## config.mk

```make
export PLATFORM = sky130hd
export DESIGN_NAME = i2c_target_flat
export DESIGN_NICKNAME = d
export VERILOG_FILES = /design/src/rtl/i2c_pkg.sv /design/src/rtl/i2c_target_if.sv /design/src/rtl/i2c_line_sync.sv /design/src/rtl/i2c_target.sv /design/src/flat_wrapper.sv
export SDC_FILE = /design/constraint.sdc
export NUM_CORES = 1
export LEC_CHECK = 0
export BUFFER_PORTS_ARGS = -buffer_cell sky130_fd_sc_hd__buf_4
export CORE_AREA = 4 4 85 87
export CTS_BUF_LIST = sky130_fd_sc_hd__clkbuf_8
export DETAILED_ROUTE_END_ITERATION = 6
export DIE_AREA = 0 0 89 91
export GPL_ROUTABILITY_DRIVEN = 1
export PLACE_DENSITY_LB_ADDON = 0.08
export SYNTH_ARGS = -nofsm -noshare
export SYNTH_HDL_FRONTEND = slang
export SYNTH_SLANG_ARGS = --single-unit
```

## constraint.sdc

```tcl
create_clock -name clk -period 2.75 [get_ports clk]
set_input_delay 0.275 -clock clk [delete_from_list [all_inputs] [get_ports clk]]
set_output_delay 0.275 -clock clk [all_outputs]
set_load 0.01 [all_outputs]
```

## src/rtl/i2c_pkg.sv

```systemverilog
// Shared I2C definitions for the target endpoint (and the matching controller).
// Holds the target FSM state enum and the bit-level ACK/NACK constants.
package i2c_pkg;

    typedef enum logic [2:0] {
        TGT_IDLE,
        TGT_ADDR,
        TGT_ADDR_ACK,
        TGT_RX,
        TGT_RX_ACK,
        TGT_TX,
        TGT_TX_ACK,
        TGT_IGNORE
    } i2c_tgt_state_e;

    localparam logic I2C_ACK  = 1'b0;
    localparam logic I2C_NACK = 1'b1;

endpackage

```

## src/rtl/i2c_target_if.sv

```systemverilog
// Bus + register-side bundle of the I2C target.
//   scl_i, sda_i : raw pad inputs (asynchronous)
//   sda_oe       : 1 = pull SDA low, 0 = release
//   rx_data/rx_valid : received write byte and its one-cycle strobe
//   tx_data/tx_req   : read byte and its one-cycle request/consume strobe
//   busy, stop_det   : transaction status and STOP pulse
// slave  = the target's view, master = the environment's view.
interface i2c_target_if #(
    parameter int data_wd = 8
);
    logic               scl_i;
    logic               sda_i;
    logic               sda_oe;
    logic [data_wd-1:0] rx_data;
    logic               rx_valid;
    logic [data_wd-1:0] tx_data;
    logic               tx_req;
    logic               busy;
    logic               stop_det;

    modport slave (
        input  scl_i, sda_i, tx_data,
        output sda_oe, rx_data, rx_valid, tx_req, busy, stop_det
    );

    modport master (
        output scl_i, sda_i, tx_data,
        input  sda_oe, rx_data, rx_valid, tx_req, busy, stop_det
    );
endinterface

```

## src/rtl/i2c_line_sync.sv

```systemverilog
// Two-flop synchronizers plus one history stage for SCL/SDA, and the
// bus-event flags derived from the last two synchronized samples.
// Ports:
//   clk, rst            : system clock, async active-high reset
//   scl_raw, sda_raw    : asynchronous pad levels
//   scl_rise, scl_fall  : one-cycle SCL edge flags
//   start_det, stop_det : SDA fall / rise while SCL held high
//   sda                 : synchronized SDA level
module i2c_line_sync (
    input  logic clk,
    input  logic rst,
    input  logic scl_raw,
    input  logic sda_raw,
    output logic scl_rise,
    output logic scl_fall,
    output logic start_det,
    output logic stop_det,
    output logic sda
);
    logic scl_p0, scl_p1, scl_p2;
    logic sda_p0, sda_p1, sda_p2;

    // Reset to the idle bus level so leaving reset never fakes an edge.
    always_ff @(posedge clk or posedge rst) begin
        if (rst) begin
            scl_p0 <= 1'b1;
            scl_p1 <= 1'b1;
            scl_p2 <= 1'b1;
            sda_p0 <= 1'b1;
            sda_p1 <= 1'b1;
            sda_p2 <= 1'b1;
        end else begin
            // p0/p1: synchronizer, p2: history
            scl_p0 <= scl_raw;
            scl_p1 <= scl_p0;
            scl_p2 <= scl_p1;
            sda_p0 <= sda_raw;
            sda_p1 <= sda_p0;
            sda_p2 <= sda_p1;
        end
    end

    assign scl_rise  =  scl_p1 & ~scl_p2;
    assign scl_fall  = ~scl_p1 &  scl_p2;
    // SCL must be high in both samples so an SDA change coinciding with
    // an SCL edge is treated as data, not as a bus condition.
    assign start_det =  scl_p1 &  scl_p2 &  sda_p2 & ~sda_p1;
    assign stop_det  =  scl_p1 &  scl_p2 & ~sda_p2 &  sda_p1;
    assign sda       =  sda_p1;

endmodule

```

## src/rtl/i2c_target.sv

```systemverilog
// I2C target endpoint. Oversamples the bus, decodes START/STOP, matches
// own_addr, ACKs, and moves bytes to/from the register file.
// Ports:
//   clk  : system clock (>= 8x SCL)
//   rst  : asynchronous active-high reset
//   bus  : i2c_target_if.slave (pad lines, rx/tx byte handshake, status)
module i2c_target
    import i2c_pkg::*;
#(
    parameter int                 data_wd  = 8,
    parameter int                 addr_wd  = 7,
    parameter logic [addr_wd-1:0] own_addr = 7'h42
) (
    input  logic         clk,
    input  logic         rst,
    i2c_target_if.slave  bus
);
    localparam logic [3:0] LAST_BIT = 4'(data_wd - 1);
    localparam logic [3:0] ALL_BITS = 4'(data_wd);

    logic scl_rise, scl_fall, start_det, stop_det, sda;

    i2c_line_sync u_sync (
        .clk       (clk),
        .rst       (rst),
        .scl_raw   (bus.scl_i),
        .sda_raw   (bus.sda_i),
        .scl_rise  (scl_rise),
        .scl_fall  (scl_fall),
        .start_det (start_det),
        .stop_det  (stop_det),
        .sda       (sda)
    );

    i2c_tgt_state_e     state, state_next;
    logic [3:0]         bit_cnt, bit_cnt_next;
    logic [data_wd-1:0] shift, shift_next;
    logic               rw, rw_next;
    logic               ack_in, ack_next;
    logic               sda_oe_q, oe_next;
    logic [data_wd-1:0] rx_data_q, rx_data_next;
    logic               rx_valid_q, rx_valid_next;
    logic               busy_q, busy_next;
    logic               tx_req;

    logic [data_wd-1:0] shift_in;
    logic               addr_hit;

    assign shift_in = {shift[data_wd-2:0], sda};
    assign addr_hit = (shift_in[data_wd-1 -: addr_wd] == own_addr);

    always_ff @(posedge clk or posedge rst) begin
        if (rst) state <= TGT_IDLE;
        else     state <= state_next;
    end

    // The ACK phases use sda_oe itself as the phase marker: the first SCL
    // fall finds it low (assert ACK), the second finds it high (finish).
    always_comb begin
        state_next = state;
        if (stop_det) begin
            state_next = TGT_IDLE;
        end else if (start_det) begin
            state_next = TGT_ADDR;
        end else begin
            case (state)
                TGT_ADDR:
                    if (scl_rise && bit_cnt == LAST_BIT)
                        state_next = addr_hit ? TGT_ADDR_ACK : TGT_IGNORE;
                TGT_ADDR_ACK:
                    if (scl_fall && sda_oe_q)
                        state_next = rw ? TGT_TX : TGT_RX;
                TGT_RX:
                    if (scl_rise && bit_cnt == LAST_BIT)
                        state_next = TGT_RX_ACK;
                TGT_RX_ACK:
                    if (scl_fall && sda_oe_q)
                        state_next = TGT_RX;
                TGT_TX:
                    if (scl_fall && bit_cnt == ALL_BITS)
                        state_next = TGT_TX_ACK;
                TGT_TX_ACK:
                    if (scl_fall)
                        state_next = (ack_in == I2C_ACK) ? TGT_TX : TGT_IGNORE;
                default: ;
            endcase
        end
    end

    always_comb begin
        tx_req        = 1'b0;
        bit_cnt_next  = bit_cnt;
        shift_next    = shift;
        rw_next       = rw;
        ack_next      = ack_in;
        oe_next       = sda_oe_q;
        rx_data_next  = rx_data_q;
        rx_valid_next = 1'b0;
        busy_next     = busy_q;
        if (stop_det) begin
            // Any partial byte is simply dropped with the counter.
            oe_next      = 1'b0;
            busy_next    = 1'b0;
            bit_cnt_next = 4'd0;
        end else if (start_det) begin
            oe_next      = 1'b0;
            bit_cnt_next = 4'd0;
        end else begin
            case (state)
                TGT_ADDR: begin
                    if (scl_rise) begin
                        shift_next = shift_in;
                        if (bit_cnt == LAST_BIT) begin
                            bit_cnt_next = 4'd0;
                            rw_next      = shift_in[0];
                            busy_next    = addr_hit;
                        end else begin
                            bit_cnt_next = bit_cnt + 4'd1;
                        end
                    end
                end
                TGT_ADDR_ACK: begin
                    if (scl_fall) begin
                        if (!sda_oe_q) begin
                            oe_next = 1'b1;
                        end else if (rw) begin
                            // First read byte is fetched on the same fall
                            // that ends the address ACK.
                            tx_req     = 1'b1;
                            shift_next = bus.tx_data;
                            oe_next    = ~bus.tx_data[data_wd-1];
                        end else begin
                            oe_next = 1'b0;
                        end
                    end
                end
                TGT_RX: begin
                    if (scl_rise) begin
                        shift_next = shift_in;
                        if (bit_cnt == LAST_BIT) begin
                            bit_cnt_next  = 4'd0;
                            rx_data_next  = shift_in;
                            rx_valid_next = 1'b1;
                        end else begin
                            bit_cnt_next = bit_cnt + 4'd1;
                        end
                    end
                end
                TGT_RX_ACK: begin
                    if (scl_fall)
                        oe_next = ~sda_oe_q;
                end
                TGT_TX: begin
                    // bit_cnt counts rises; the MSB went out on entry, so
                    // each later fall presents the next bit until all 8 are done.
                    if (scl_rise) begin
                        bit_cnt_next = bit_cnt + 4'd1;
                    end else if (scl_fall) begin
                        if (bit_cnt == ALL_BITS) begin
                            oe_next      = 1'b0;
                            bit_cnt_next = 4'd0;
                        end else begin
                            shift_next = {shift[data_wd-2:0], 1'b0};
                            oe_next    = ~shift[data_wd-2];
                        end
                    end
                end
                TGT_TX_ACK: begin
                    if (scl_rise) begin
                        ack_next = sda;
                    end else if (scl_fall) begin
                        if (ack_in == I2C_ACK) begin
                            tx_req     = 1'b1;
                            shift_next = bus.tx_data;
                            oe_next    = ~bus.tx_data[data_wd-1];
                        end else begin
                            oe_next = 1'b0;
                        end
                    end
                end
                TGT_IGNORE: oe_next = 1'b0;
                default: ;
            endcase
        end
    end

    always_ff @(posedge clk or posedge rst) begin
        if (rst) begin
            bit_cnt    <= 4'd0;
            shift      <= '0;
            rw         <= 1'b0;
            ack_in     <= I2C_NACK;
            sda_oe_q   <= 1'b0;
            rx_data_q  <= '0;
            rx_valid_q <= 1'b0;
            busy_q     <= 1'b0;
        end else begin
            bit_cnt    <= bit_cnt_next;
            shift      <= shift_next;
            rw         <= rw_next;
            ack_in     <= ack_next;
            sda_oe_q   <= oe_next;
            rx_data_q  <= rx_data_next;
            rx_valid_q <= rx_valid_next;
            busy_q     <= busy_next;
        end
    end

    assign bus.sda_oe   = sda_oe_q;
    assign bus.rx_data  = rx_data_q;
    assign bus.rx_valid = rx_valid_q;
    assign bus.tx_req   = tx_req;
    assign bus.busy     = busy_q;
    assign bus.stop_det = stop_det;

endmodule

```

## src/flat_wrapper.sv

```systemverilog
// flat-port wrapper written by rule: the top's interface ports become plain ports
module i2c_target_flat import i2c_pkg::*;
#(
    parameter int                 data_wd  = 8,
    parameter int                 addr_wd  = 7,
    parameter logic [addr_wd-1:0] own_addr = 7'h42
)
  (clk, rst, bus_scl_i, bus_sda_i, bus_tx_data, bus_sda_oe, bus_rx_data, bus_rx_valid, bus_tx_req, bus_busy, bus_stop_det);
  i2c_target_if #(.data_wd(data_wd)) bus_i ();
  input  logic clk;
  input  logic rst;
  input wire logic [$bits(bus_i.scl_i)-1:0] bus_scl_i;
  input wire logic [$bits(bus_i.sda_i)-1:0] bus_sda_i;
  input wire logic [$bits(bus_i.tx_data)-1:0] bus_tx_data;
  output wire logic [$bits(bus_i.sda_oe)-1:0] bus_sda_oe;
  output wire logic [$bits(bus_i.rx_data)-1:0] bus_rx_data;
  output wire logic [$bits(bus_i.rx_valid)-1:0] bus_rx_valid;
  output wire logic [$bits(bus_i.tx_req)-1:0] bus_tx_req;
  output wire logic [$bits(bus_i.busy)-1:0] bus_busy;
  output wire logic [$bits(bus_i.stop_det)-1:0] bus_stop_det;
  assign bus_i.scl_i = bus_scl_i;
  assign bus_i.sda_i = bus_sda_i;
  assign bus_i.tx_data = bus_tx_data;
  assign bus_sda_oe = bus_i.sda_oe;
  assign bus_rx_data = bus_i.rx_data;
  assign bus_rx_valid = bus_i.rx_valid;
  assign bus_tx_req = bus_i.tx_req;
  assign bus_busy = bus_i.busy;
  assign bus_stop_det = bus_i.stop_det;
  i2c_target #(.data_wd(data_wd), .addr_wd(addr_wd), .own_addr(own_addr)) u_core (.clk(clk), .rst(rst), .bus(bus_i));
endmodule
```

==> results.md, run 1 <==
* Outcome: finished clean
* DRC violations left at 0
* Worst Path Arrival at between 2 and 3 ns
* Unrepaired setup endpoints after global routing: no
* Syn_nets at around 200
* Post-DP HPWL at 3222 um
* Critical setup path kind: register to register
* Initial antenna violation count at 0
* Setup crit end kind: register
* 1st-pass router iterations at 4
* Hold buffers post-CTS at 0
* Post-synth EDFFs at 0
* Slowest cell on the critical path: or4b_1
* GRT overflow at 0
* TNS Setup at 0 ns
* Synth Area per Inst at 10.60 um^2
* Setup repair bufs after CTS at 0
* TritonCTS Sinks at 33
* CP top delay family: simple AND/OR/NAND/NOR gates
* Initial Util at 0.2987
* N_diodes at 0
* Post-route setup slack at about 0.32 ns
* Yosys warning count at 0
* Sequential share of the synthesized area at 0.4400
* Vias in the first global route at roughly 1500
* Area of the mapped netlist at 0.001897 mm^2
* Floorplan row count at 29
* Fraction of registers with async set/reset at 1.000
* Chip width at just under 90 um
* Starting DRT DRC Count at ~160
* Setup-failing EPs final at 0
* IO Port Bufs at 24
* Drt total wl at 4393 um
* Post-synth cell types at 51
* Max-Cap Viols at 0
* Worst Path Max Fanout at 10
* Crit path time final at around 2.4 ns
* P_leak at 0.001088 uW
* Worst path depth at 7
* Largest net degree at the start of global routing at 34
* Clock Skews at about 0.0085 ns
* Max incr delay on CP at roughly 0.69 ns
* Vias per Instance at 5.014
* Synth top area share at 0.3430
* Clk buf depth at 2
* Fin. Hold Viols at 0
* Post-route antenna net violation count at 0
* First-pass GRT wire length at between 7000 and 8000 um
* Worst Hold Class: input pin to async pin
* Worst-Skew Late Latency at around 0.28 ns
* Peak VDD IR at approximately 0.4 mV
* Critical Path Source Type: register
* Cell depth of the worst flop-to-flop path at 7
* Most common library cells after synthesis: dfrtp_1 (26), mux2_4 (15), nor2_1 (14)
* CTS tree: yes
* Final Wtd Congestion at about 0.8
* Reg clk slew, reported paths at ~0.070 ns
* Fillers at between 600 and 700
* Pre-CTS setup slack at between 0.3 and 0.4 ns
* Power Density at slightly below 1000 mW/mm^2
* Biggest area consumer among synthesized cells: dfrtp_1
* DIE HEIGHT at 91 um
* GRT Util Overall at 0.1218
* TritonCTS buffer count at 5
* Area growth syn-to-layout at 21.37%
* Boundary Pins at 25
* Worst-Margin Slew at 0.5265 ns
* Final Max Slew Viols at 0
* Tcrit/Tclk final at 0.8830
* Area contributors post-synth: dfrtp_1 (34%), mux2_4 (12%), dfstp_2 (9.7%)
* Ys flop type: dfrtp_1
* Critical Path RT at just under 3 ns
* Core footprint at approximately 0.0063 mm^2
* Total vias in the final route at 1439
* Most frequent cell after synthesis: dfrtp_1
* Fmax at roughly 0.41 GHz
* Post-Syn Instances at roughly 180
* Max-slew headroom at 0.6490
* Crit path buf inv count at 1
* Full die area at around 0.0081 mm^2
* Final Net Count at between 200 and 250
* DR WL/cell at between 15 and 20 um
* Layout cells sized above 1 at 0.3476
* Yosys reg bits at 33
* CTS resizes at 0
* H-tree depth at 2
* Root Driver: clkbuf_8
* Cells along the critical path: inv_1 -> ha_1 -> nor2_1 -> nand2_1 -> a21oi_2 -> or4b_1 -> mux2_4
[metrics by stage]
stage                     cell area [um^2]  hold slack (ns)  utilization  total power, uW  cells
final                                 2302          0.08708       0.3626             2231    287
after global routing                  2302          0.07313       0.3626             2415    287
after CTS                             2302          0.08094       0.3626             2260    287
after detailed placement              2182           0.3475       0.3436             1764    279
after global placement                2182           0.3460       0.3436             1743    279
after floorplan                       1897           0.2795            -             1525    179
[registers in the layout, indices dropped and copies added, names as in the netlist]
register,flops
u_core.bus.rx_data,8
u_core.shift,7
u_core.bit_cnt,4
u_core.state,3
u_core.ack_in,1
u_core.bus.busy,1
u_core.bus.rx_valid,1
u_core.bus.sda_oe,1
u_core.rw,1
u_core.u_sync.scl_p0,1
u_core.u_sync.scl_p1,1
u_core.u_sync.scl_p2,1
u_core.u_sync.sda,1
u_core.u_sync.sda_p0,1
u_core.u_sync.sda_p2,1
[cell type report]
class	instances	area, um^2	area share
multi-input cells	126	969.7	0.4212
flip-flops and latches	33	834.6	0.3625
repair buffers	32	240.2	0.1043
well taps	77	96.34	0.04185
clock buffers	6	82.58	0.03587
inverters	11	41.29	0.01793
clock inverters	2	37.54	0.01630
[power by group]
group / internal [uW] / switching [uW]
Sequential: 618 / 158
Clock: 295 / 181
Combinational: 490 / 489
Total: 1400 / 829
[worst paths after layout]
check,startpoint,endpoint,slack [ns]
worst max-delay path,u_core.u_sync.scl_p2,u_core.shift[2],0.32
worst min-delay path,rst,u_core.bus.busy,0.09
worst max register to register,u_core.u_sync.scl_p2,u_core.shift[2],0.32
worst min register to register,u_core.u_sync.scl_p0,u_core.u_sync.scl_p1,0.36
max in group asynchronous,rst,u_core.ack_in,2.32
min in group clk,bus_sda_i,u_core.u_sync.sda_p0,0.10
[layout by cell type, fill, tap and decap left out, types with 2 or more instances in the layout]
cell type,synthesis,routed
buf_4,0,32
dfrtp_1,26,26
mux2_4,15,15
nor2_1,14,14
nand2_1,12,12
a21oi_1,10,10
inv_1,9,9
dfstp_2,7,7
nand3_1,6,6
o21ai_0,6,6
mux2_2,6,6
clkbuf_8,0,6
ha_1,5,5
o22ai_1,4,4
and3_1,3,3
nand2b_1,3,3
mux2i_1,3,3
nor4_1,3,3
nor3_1,3,3
xor2_1,2,2
a311oi_1,2,2
and3b_1,2,2
nand3b_1,2,2
o21ai_1,2,2
[worst reg2reg max path: cells and delay by family (launching register included)]
family	cells	cell delay, ns
and+or+nand+nor	3	0.95
DFF	1	0.54
muxes	1	0.38
adders and majority gates	1	0.29
AOI/OAI and AO/OA	1	0.12
buffers and inverters	1	0.04
[per-layer routing]
layer	GRT usage	vias up	part of all wire
li1	-	695	-
met1	0.1739	693	0.47
met2	0.1825	45	0.47
met3	0.02805	6	0.052
met4	0.03722	0	0.0093
met5	0	-	0
[kinds of logic after synthesis]
kind of cell / share of synthesized area
fa+ha+maj: 0.03298
flops: 0.4400
buf+inv: 0.04880
xor+xnor: 0.01385
mux: 0.1761
compound gates: 0.1141
simple gates: 0.1742
No activity file was read; power rests on OpenSTA's default activity.
==> inputs of run 2 (changes only) <==
--- a/config.mk
+++ b/config.mk
@@ -6,10 +6,10 @@
 export NUM_CORES = 1
 export LEC_CHECK = 0
 export BUFFER_PORTS_ARGS = -buffer_cell sky130_fd_sc_hd__buf_4
-export CORE_AREA = 4 4 85 87
+export CORE_AREA = 4 4 64 66
 export CTS_BUF_LIST = sky130_fd_sc_hd__clkbuf_8
 export DETAILED_ROUTE_END_ITERATION = 6
-export DIE_AREA = 0 0 89 91
+export DIE_AREA = 0 0 68 70
 export GPL_ROUTABILITY_DRIVEN = 1
 export PLACE_DENSITY_LB_ADDON = 0.08
 export SYNTH_ARGS = -nofsm -noshare
==> run 2 against run 1 <==
  * Clock power about the same
  * Count of clock-buffer cells in the layout stayed put
  * Via count is 0.49% higher
  * First-iteration DRC count fell by 45%
  * Largest cell class unchanged
  * Sequential power is 3.2% higher
  * Critical path type unchanged
  * Critical endpoint is now u_core.shift[3]
==> results.md, run 2 (synthesis results as in run 1) <==
* N_diodes at 0 (unchanged)
* Outcome: finished clean (unchanged)
* Max-Cap Viols at 0 (unchanged)
* Worst-Skew Late Latency at 0.29 ns (was 0.28 ns)
* Floorplan row count at 22 (was 29)
* Flop2flop setup slack at 0.29 ns (was 0.32 ns)
* Fin. Hold Viols at 0 (unchanged)
* Unrepaired setup endpoints after global routing: no (unchanged)
* Pre-CTS setup slack at 0.3440 ns (was 0.3045 ns)
* Register area at 834.6 um^2 (unchanged)
* 1st-pass router iterations at 4 (unchanged)
* Post-route antenna net violation count at 0 (unchanged)
* Reg clk slew, reported paths at 0.07 ns (about the same)
* Launch point of the worst path: u_core.u_sync.scl_p2 (unchanged)
* Drt total wl at 3877 um (was 4393 um)
* Boundary Pins at 25 (unchanged)
* Reg-to-Reg End: u_core.shift[3] (was u_core.shift[2])
* Max incr delay on CP at 0.68 ns (was 0.69 ns)
* Fmax at 0.4066 GHz (was 0.4118 GHz)
* Root Driver: clkbuf_8 (unchanged)
* Total vias in the final route at 1446 (was 1439)
* P_leak at 0.001084 uW (was 0.001088 uW)
* Final Wtd Congestion at 0.8416 (was 0.7977)
* CTS resizes at 0 (unchanged)
* Critical setup path kind: register to register (unchanged)
* Largest net degree at the start of global routing at 34 (unchanged)
* Area of the multi-input gates at 969.7 um^2 (unchanged)
* Core footprint at 0.003578 mm^2 (was 0.006350 mm^2)
* TritonCTS buffer count at 5 (unchanged)
* DIE HEIGHT at 70 um (was 91 um)
* Starting DRT DRC Count at 88 (was 159)
* Layout Cells excl Fill at 257 (was 287)
* Fillers at 319 (was 637)
* Max-slew headroom at 0.6865 (was 0.6490)
* Setup crit end kind: register (unchanged)
* Crit path time final at 2.459 ns (was 2.428 ns)
* Setup repair bufs after CTS at 0 (unchanged)
* Most common cell after layout, fill and taps aside: buf_4 (unchanged)
* Final Max Slew Viols at 0 (unchanged)
* Clock Skews at 0.006778 ns (was 0.008511 ns)
* Layout cells sized above 1 at 0.3445 (was 0.3476)
* Initial antenna violation count at 0 (unchanged)
* Crit Reg-Reg Startpoint: u_core.u_sync.scl_p2 (unchanged)
* Hold buffers post-CTS at 0 (unchanged)
* Area growth syn-to-layout at 19.06% (was 21.37%)
* Vias in the first global route at 1447 (was 1528)
* Worst-Margin Slew at 0.4703 ns (was 0.5265 ns)
* Slowest cell on the critical path: or4b_1 (unchanged)
* DRC violations left at 0 (unchanged)
* GRT Util Overall at 0.1837 (was 0.1218)
* Finished layout cell area at 0.002258 mm^2 (was 0.002302 mm^2)
* DR WL/cell at 15.09 um (was 15.31 um)
* H-tree depth at 2 (unchanged)
* Share of the core filled with cells at 0.6311 (was 0.3626)
* IO Port Bufs at 24 (unchanged)
* Worst Hold Class: input pin to async pin (unchanged)
* Full die area at 0.004760 mm^2 (was 0.008099 mm^2)
* Chip width at 68 um (was 89 um)
* Cells along the critical path: inv_1 -> ha_1 -> nor2_1 -> nand2_1 -> a21oi_2 -> or4b_1 -> mux2_4 (unchanged)
* Critical Path Source Type: register (unchanged)
* Vias per Instance at 5.626 (was 5.014)
* Power Density at 976.3 mW/mm^2 (was 969.2 mW/mm^2)
* Most frequent cells in the layout: buf_4 (31), dfrtp_1 (26), mux2_4 (15) (was buf_4 (32), dfrtp_1 (26), mux2_4 (15))
* Clk buf depth at 2 (unchanged)
* TNS Setup at 0 ns (unchanged)
* Final Net Count at 225 (was 226)
* Peak VDD IR at 0.4799 mV (was 0.3940 mV)
* Crit path buf inv count at 1 (unchanged)
* Critical Path RT at 2.92 ns (about the same)
* Max reg flops at 8 (unchanged)
* Worst Path Arrival at 2.63 ns (was 2.60 ns)
* Placed Area at 0.002138 mm^2 (was 0.002182 mm^2)
* CP top delay family: simple AND/OR/NAND/NOR gates (unchanged)
* Cell depth of the worst flop-to-flop path at 7 (unchanged)
* Tcrit/Tclk final at 0.8943 (was 0.8830)
* Setup-failing EPs final at 0 (unchanged)
* First-pass GRT wire length at 6665 um (was 7721 um)
* Post-route setup slack at 0.2906 ns (was 0.3216 ns)
* Worst Path Max Fanout at 10 (unchanged)
* Initial Util at 0.5301 (was 0.2987)
* CTS tree: yes (unchanged)
* DP Cell Count at 249 (was 279)
* GRT overflow at 0 (unchanged)
* Post-DP HPWL at 2818 um (was 3222 um)
* TritonCTS Sinks at 33 (unchanged)
==> run 2: cell count changes in the layout (fill, tap and decap cells not counted) <==
cell   before  now
buf_4      32   31
==> run 2: worst register-to-register path: stages, from the launching register on <==
cell,delay (ns)
dfstp_2,0.55
inv_1,0.04
ha_1,0.29
nor2_1,0.20
nand2_1,0.09
a21oi_2,0.12
or4b_1,0.68
mux2_4,0.38
==> run 2: cell type report <==
cell class                      instances  share of cell area
Multi-Input combinational cell        126              0.4294
Sequential cell                        33              0.3695
Timing Repair Buffer                   31              0.1030
Tap cell                               48             0.02659
Clock buffer                            6             0.03657
Clock inverter                          2             0.01662
Inverter                               11             0.01828
==> run 2: per-stage QoR <==
step | hold slack (ns) | power (uW)
6_report | 0.06646 | 2205
3_5_place_dp | 0.3487 | 1733
4_1_cts | 0.07146 | 2220
2_1_floorplan | 0.2795 | 1525
3_3_place_gp | 0.3453 | 1686
5_1_grt | 0.06488 | 2358
==> run 2: worst max-delay path by stage <==
stage	cells after the start	end
floorplan	9	u_core.shift[0]
global placement	7	u_core.shift[3]
detailed placement	7	u_core.shift[2]
CTS	7	u_core.shift[3]
global route	7	u_core.shift[5]
finish	7	u_core.shift[3]
==> run 2: per-layer routing <==
metal | GRT usage | vias up | wire length, um
met1 | 0.2515 | 698 | 1785
met2 | 0.2741 | 39 | 1836
met5 | 0 | - | 0
met3 | 0.04984 | 7 | 205
met4 | 0.06843 | 0 | 50
li1 | - | 702 | -
==> run 2: power by group <==
group / leakage (uW) / switching, uW / internal, uW
clock: 0.0000574 / 184 / 295
sequential: 0.000409 / 184 / 618
combinational: 0.000617 / 444 / 481
total: 0.00108 / 811 / 1390
==> inputs of run 3 (changes only) <==
--- a/config.mk
+++ b/config.mk
@@ -6,10 +6,12 @@
 export NUM_CORES = 1
 export LEC_CHECK = 0
 export BUFFER_PORTS_ARGS = -buffer_cell sky130_fd_sc_hd__buf_4
-export CORE_AREA = 4 4 64 66
+export CELL_PAD_IN_SITES_DETAIL_PLACEMENT = 0
+export CELL_PAD_IN_SITES_GLOBAL_PLACEMENT = 1
+export CORE_AREA = 4 4 79 81
 export CTS_BUF_LIST = sky130_fd_sc_hd__clkbuf_8
 export DETAILED_ROUTE_END_ITERATION = 6
-export DIE_AREA = 0 0 68 70
+export DIE_AREA = 0 0 83 85
 export GPL_ROUTABILITY_DRIVEN = 1
 export PLACE_DENSITY_LB_ADDON = 0.08
 export SYNTH_ARGS = -nofsm -noshare
==> run 3 against run 2 <==
  * Critical path type unchanged
  * Sequential power fell by 1%
  * Clock skew down 0.0025 ns
  * Setup slack about the same
  * Total power decreased by 4.1%
  * Non-clock buffer count unchanged
  * Critical endpoint unchanged
  * Design area fell by 0.28%
  * Count of clock-buffer cells in the layout fell by 1
  * Die area up 48%
  * First-iteration DRC count down 9.1%
==> results.md, run 3 (synthesis results as in run 1) <==
* Critical Path RT at 2.92 ns (about the same)
* Most common cell after layout, fill and taps aside: buf_4 (unchanged)
* Reg clk slew, reported paths at 0.07 ns (about the same)
* Boundary Pins at 25 (unchanged)
* Hold buffers post-CTS at 0 (unchanged)
* Int Pwr at 1281 uW (was 1394 uW)
* Final Max Slew Viols at 0 (unchanged)
* Worst Path Arrival at 2.63 ns (about the same)
* Max reg flops at 8 (unchanged)
* P_leak at 0.001072 uW (was 0.001084 uW)
* DRC violations left at 0 (unchanged)
* Setup-failing EPs final at 0 (unchanged)
* Vias per Instance at 5.110 (was 5.626)
* TritonCTS buffer count at 5 (unchanged)
* DIE HEIGHT at 85 um (was 70 um)
* CTS resizes at 0 (unchanged)
* DP Cell Count at 273 (was 249)
* Net Sw Frac at 0.3937 (was 0.3680)
* Post-DP HPWL at 3161 um (was 2818 um)
* NetSw at 832.2 uW (was 811.3 uW)
* Setup repair bufs after CTS at 0 (unchanged)
* Max incr delay on CP at 0.67 ns (was 0.68 ns)
* Peak VDD IR at 0.3293 mV (was 0.4799 mV)
* Total vias in the final route at 1436 (was 1446)
* Largest net degree at the start of global routing at 34 (unchanged)
* Clock network power share at 0.167 (was 0.217)
* Worst-Margin Slew at 0.4397 ns (was 0.4703 ns)
* Layout Cells excl Fill at 281 (was 257)
* Critical setup path kind: register to register (unchanged)
* Fmax at 0.4066 GHz (about the same)
* Share of the core filled with cells at 0.4115 (was 0.6311)
* Unrepaired setup endpoints after global routing: no (unchanged)
* Clock Skews at 0.004296 ns (was 0.006778 ns)
* CTS tree: yes (unchanged)
* TNS Setup at 0 ns (unchanged)
* Full die area at 0.007055 mm^2 (was 0.004760 mm^2)
* Vias in the first global route at 1532 (was 1447)
* Tcrit/Tclk final at 0.8944 (was 0.8943)
* Sequential power share at 0.374 (was 0.363)
* 1st-pass router iterations at 4 (unchanged)
* Outcome: finished clean (unchanged)
* Area growth syn-to-layout at 18.73% (was 19.06%)
* DR WL/cell at 16.04 um (was 15.09 um)
* Worst Path Max Fanout at 10 (unchanged)
* Final Net Count at 225 (unchanged)
* Launch point of the worst path: u_core.u_sync.scl_p2 (unchanged)
* GRT Util Overall at 0.1354 (was 0.1837)
* Starting DRT DRC Count at 80 (was 88)
* Initial Util at 0.3466 (was 0.5301)
* Max-Cap Viols at 0 (unchanged)
* Worst Hold Class: input pin to async pin (unchanged)
* Max-slew headroom at 0.7068 (was 0.6865)
* Initial antenna violation count at 0 (unchanged)
* Root Driver: clkbuf_8 (unchanged)
* Worst-Skew Late Latency at 0.28 ns (was 0.29 ns)
* Clk buf depth at 2 (unchanged)
* Layout cells sized above 1 at 0.3349 (was 0.3445)
* H-tree depth at 2 (unchanged)
* TritonCTS Sinks at 33 (unchanged)
* Drt total wl at 4507 um (was 3877 um)
* Setup crit end kind: register (unchanged)
* Core footprint at 0.005473 mm^2 (was 0.003578 mm^2)
* Critical Path Source Type: register (unchanged)
* GRT overflow at 0 (unchanged)
* Crit path time final at 2.460 ns (was 2.459 ns)
* Fin. Hold Viols at 0 (unchanged)
* Power Density at 938.5 mW/mm^2 (was 976.3 mW/mm^2)
* Most frequent cells in the layout: buf_4 (31), dfrtp_1 (26), mux2_4 (15) (unchanged)
* IO Port Bufs at 24 (unchanged)
* Slowest cell on the critical path: or4b_1 (unchanged)
* Floorplan row count at 27 (was 22)
* Crit Reg-Reg Startpoint: u_core.u_sync.scl_p2 (unchanged)
* Hold Slack at 0.09291 ns (was 0.06646 ns)
* Cells along the critical path: inv_1 -> ha_1 -> nor2_1 -> nand2_1 -> a21oi_2 -> or4b_1 -> mux2_4 (unchanged)
* Comb pwr share at 0.458 (was 0.419)
* Post-route antenna net violation count at 0 (unchanged)
* Chip width at 83 um (was 68 um)
* First-pass GRT wire length at 7707 um (was 6665 um)
* Final Wtd Congestion at 0.8512 (was 0.8416)
* N_diodes at 0 (unchanged)
[run 3: cell types whose count changed in the layout (fill, tap and decap cells not counted)]
cell / previous run / this run
inv_1: 9 / 11
bufinv_16: 1 / 0
clkbuf_8: 6 / 5
[run 3: metal layers]
metal / vias up / GRT usage / routed length [um]
met5: - / 0 / 0
met4: 0 / 0.04309 / 79
met3: 7 / 0.03010 / 214
met2: 45 / 0.2179 / 2133
met1: 691 / 0.1812 / 2079
li1: 693 / - / -
[run 3: final cells by class]
| cell class | count | area [um^2] |
|---|---|---|
| timing repair buffer | 31 | 232.7 |
| clock inverter | 3 | 15.01 |
| tap | 72 | 90.09 |
| multi-input combinational | 126 | 969.7 |
| clock buffer | 5 | 68.82 |
| fill | 551 | 3221 |
| sequential | 33 | 834.6 |
| inverter | 11 | 41.29 |
[run 3: worst paths after layout]
| path | slack, ns | cells after the start | end |
|---|---|---|---|
| worst max-delay path | 0.29 | 7 | u_core.shift[3] |
| worst min-delay path | 0.09 | 3 | u_core.state[2] |
| worst max register to register | 0.29 | 7 | u_core.shift[3] |
| worst min register to register | 0.36 | 0 | u_core.u_sync.sda |
| max in group asynchronous | 2.32 | 3 | u_core.ack_in |
| min in group clk | 0.10 | 1 | u_core.u_sync.scl_p0 |
[run 3: power by group through the flow]
stage,Sequential [uW],Clock (uW),Combinational (uW)
after global placement,793,0,958
after detailed placement,796,0,961
after floorplan,724,0,801
after global routing,815,395,1080
after CTS,790,370,972
final,791,353,969
[run 3: critical path: cells and delay by family, from the launching register on]
kind                     cells  cell delay (ns)
multiplexers                 1             0.37
adder cells (fa/ha/maj)      1             0.31
AND/OR/NAND/NOR              3             0.95
flip-flops                   1             0.55
AO/OA/AOI/OAI                1             0.12
buffers and inverters        1             0.04
[run 3: through the flow]
stage               power [uW]  setup WS, ns  instance area (um^2)
floorplan                 1525        0.5314                  1897
global placement          1750        0.3582                  2168
detailed placement        1757        0.3212                  2168
CTS                       2132        0.3088                  2252
global route              2286        0.1799                  2252
finish                    2114        0.2904                  2252
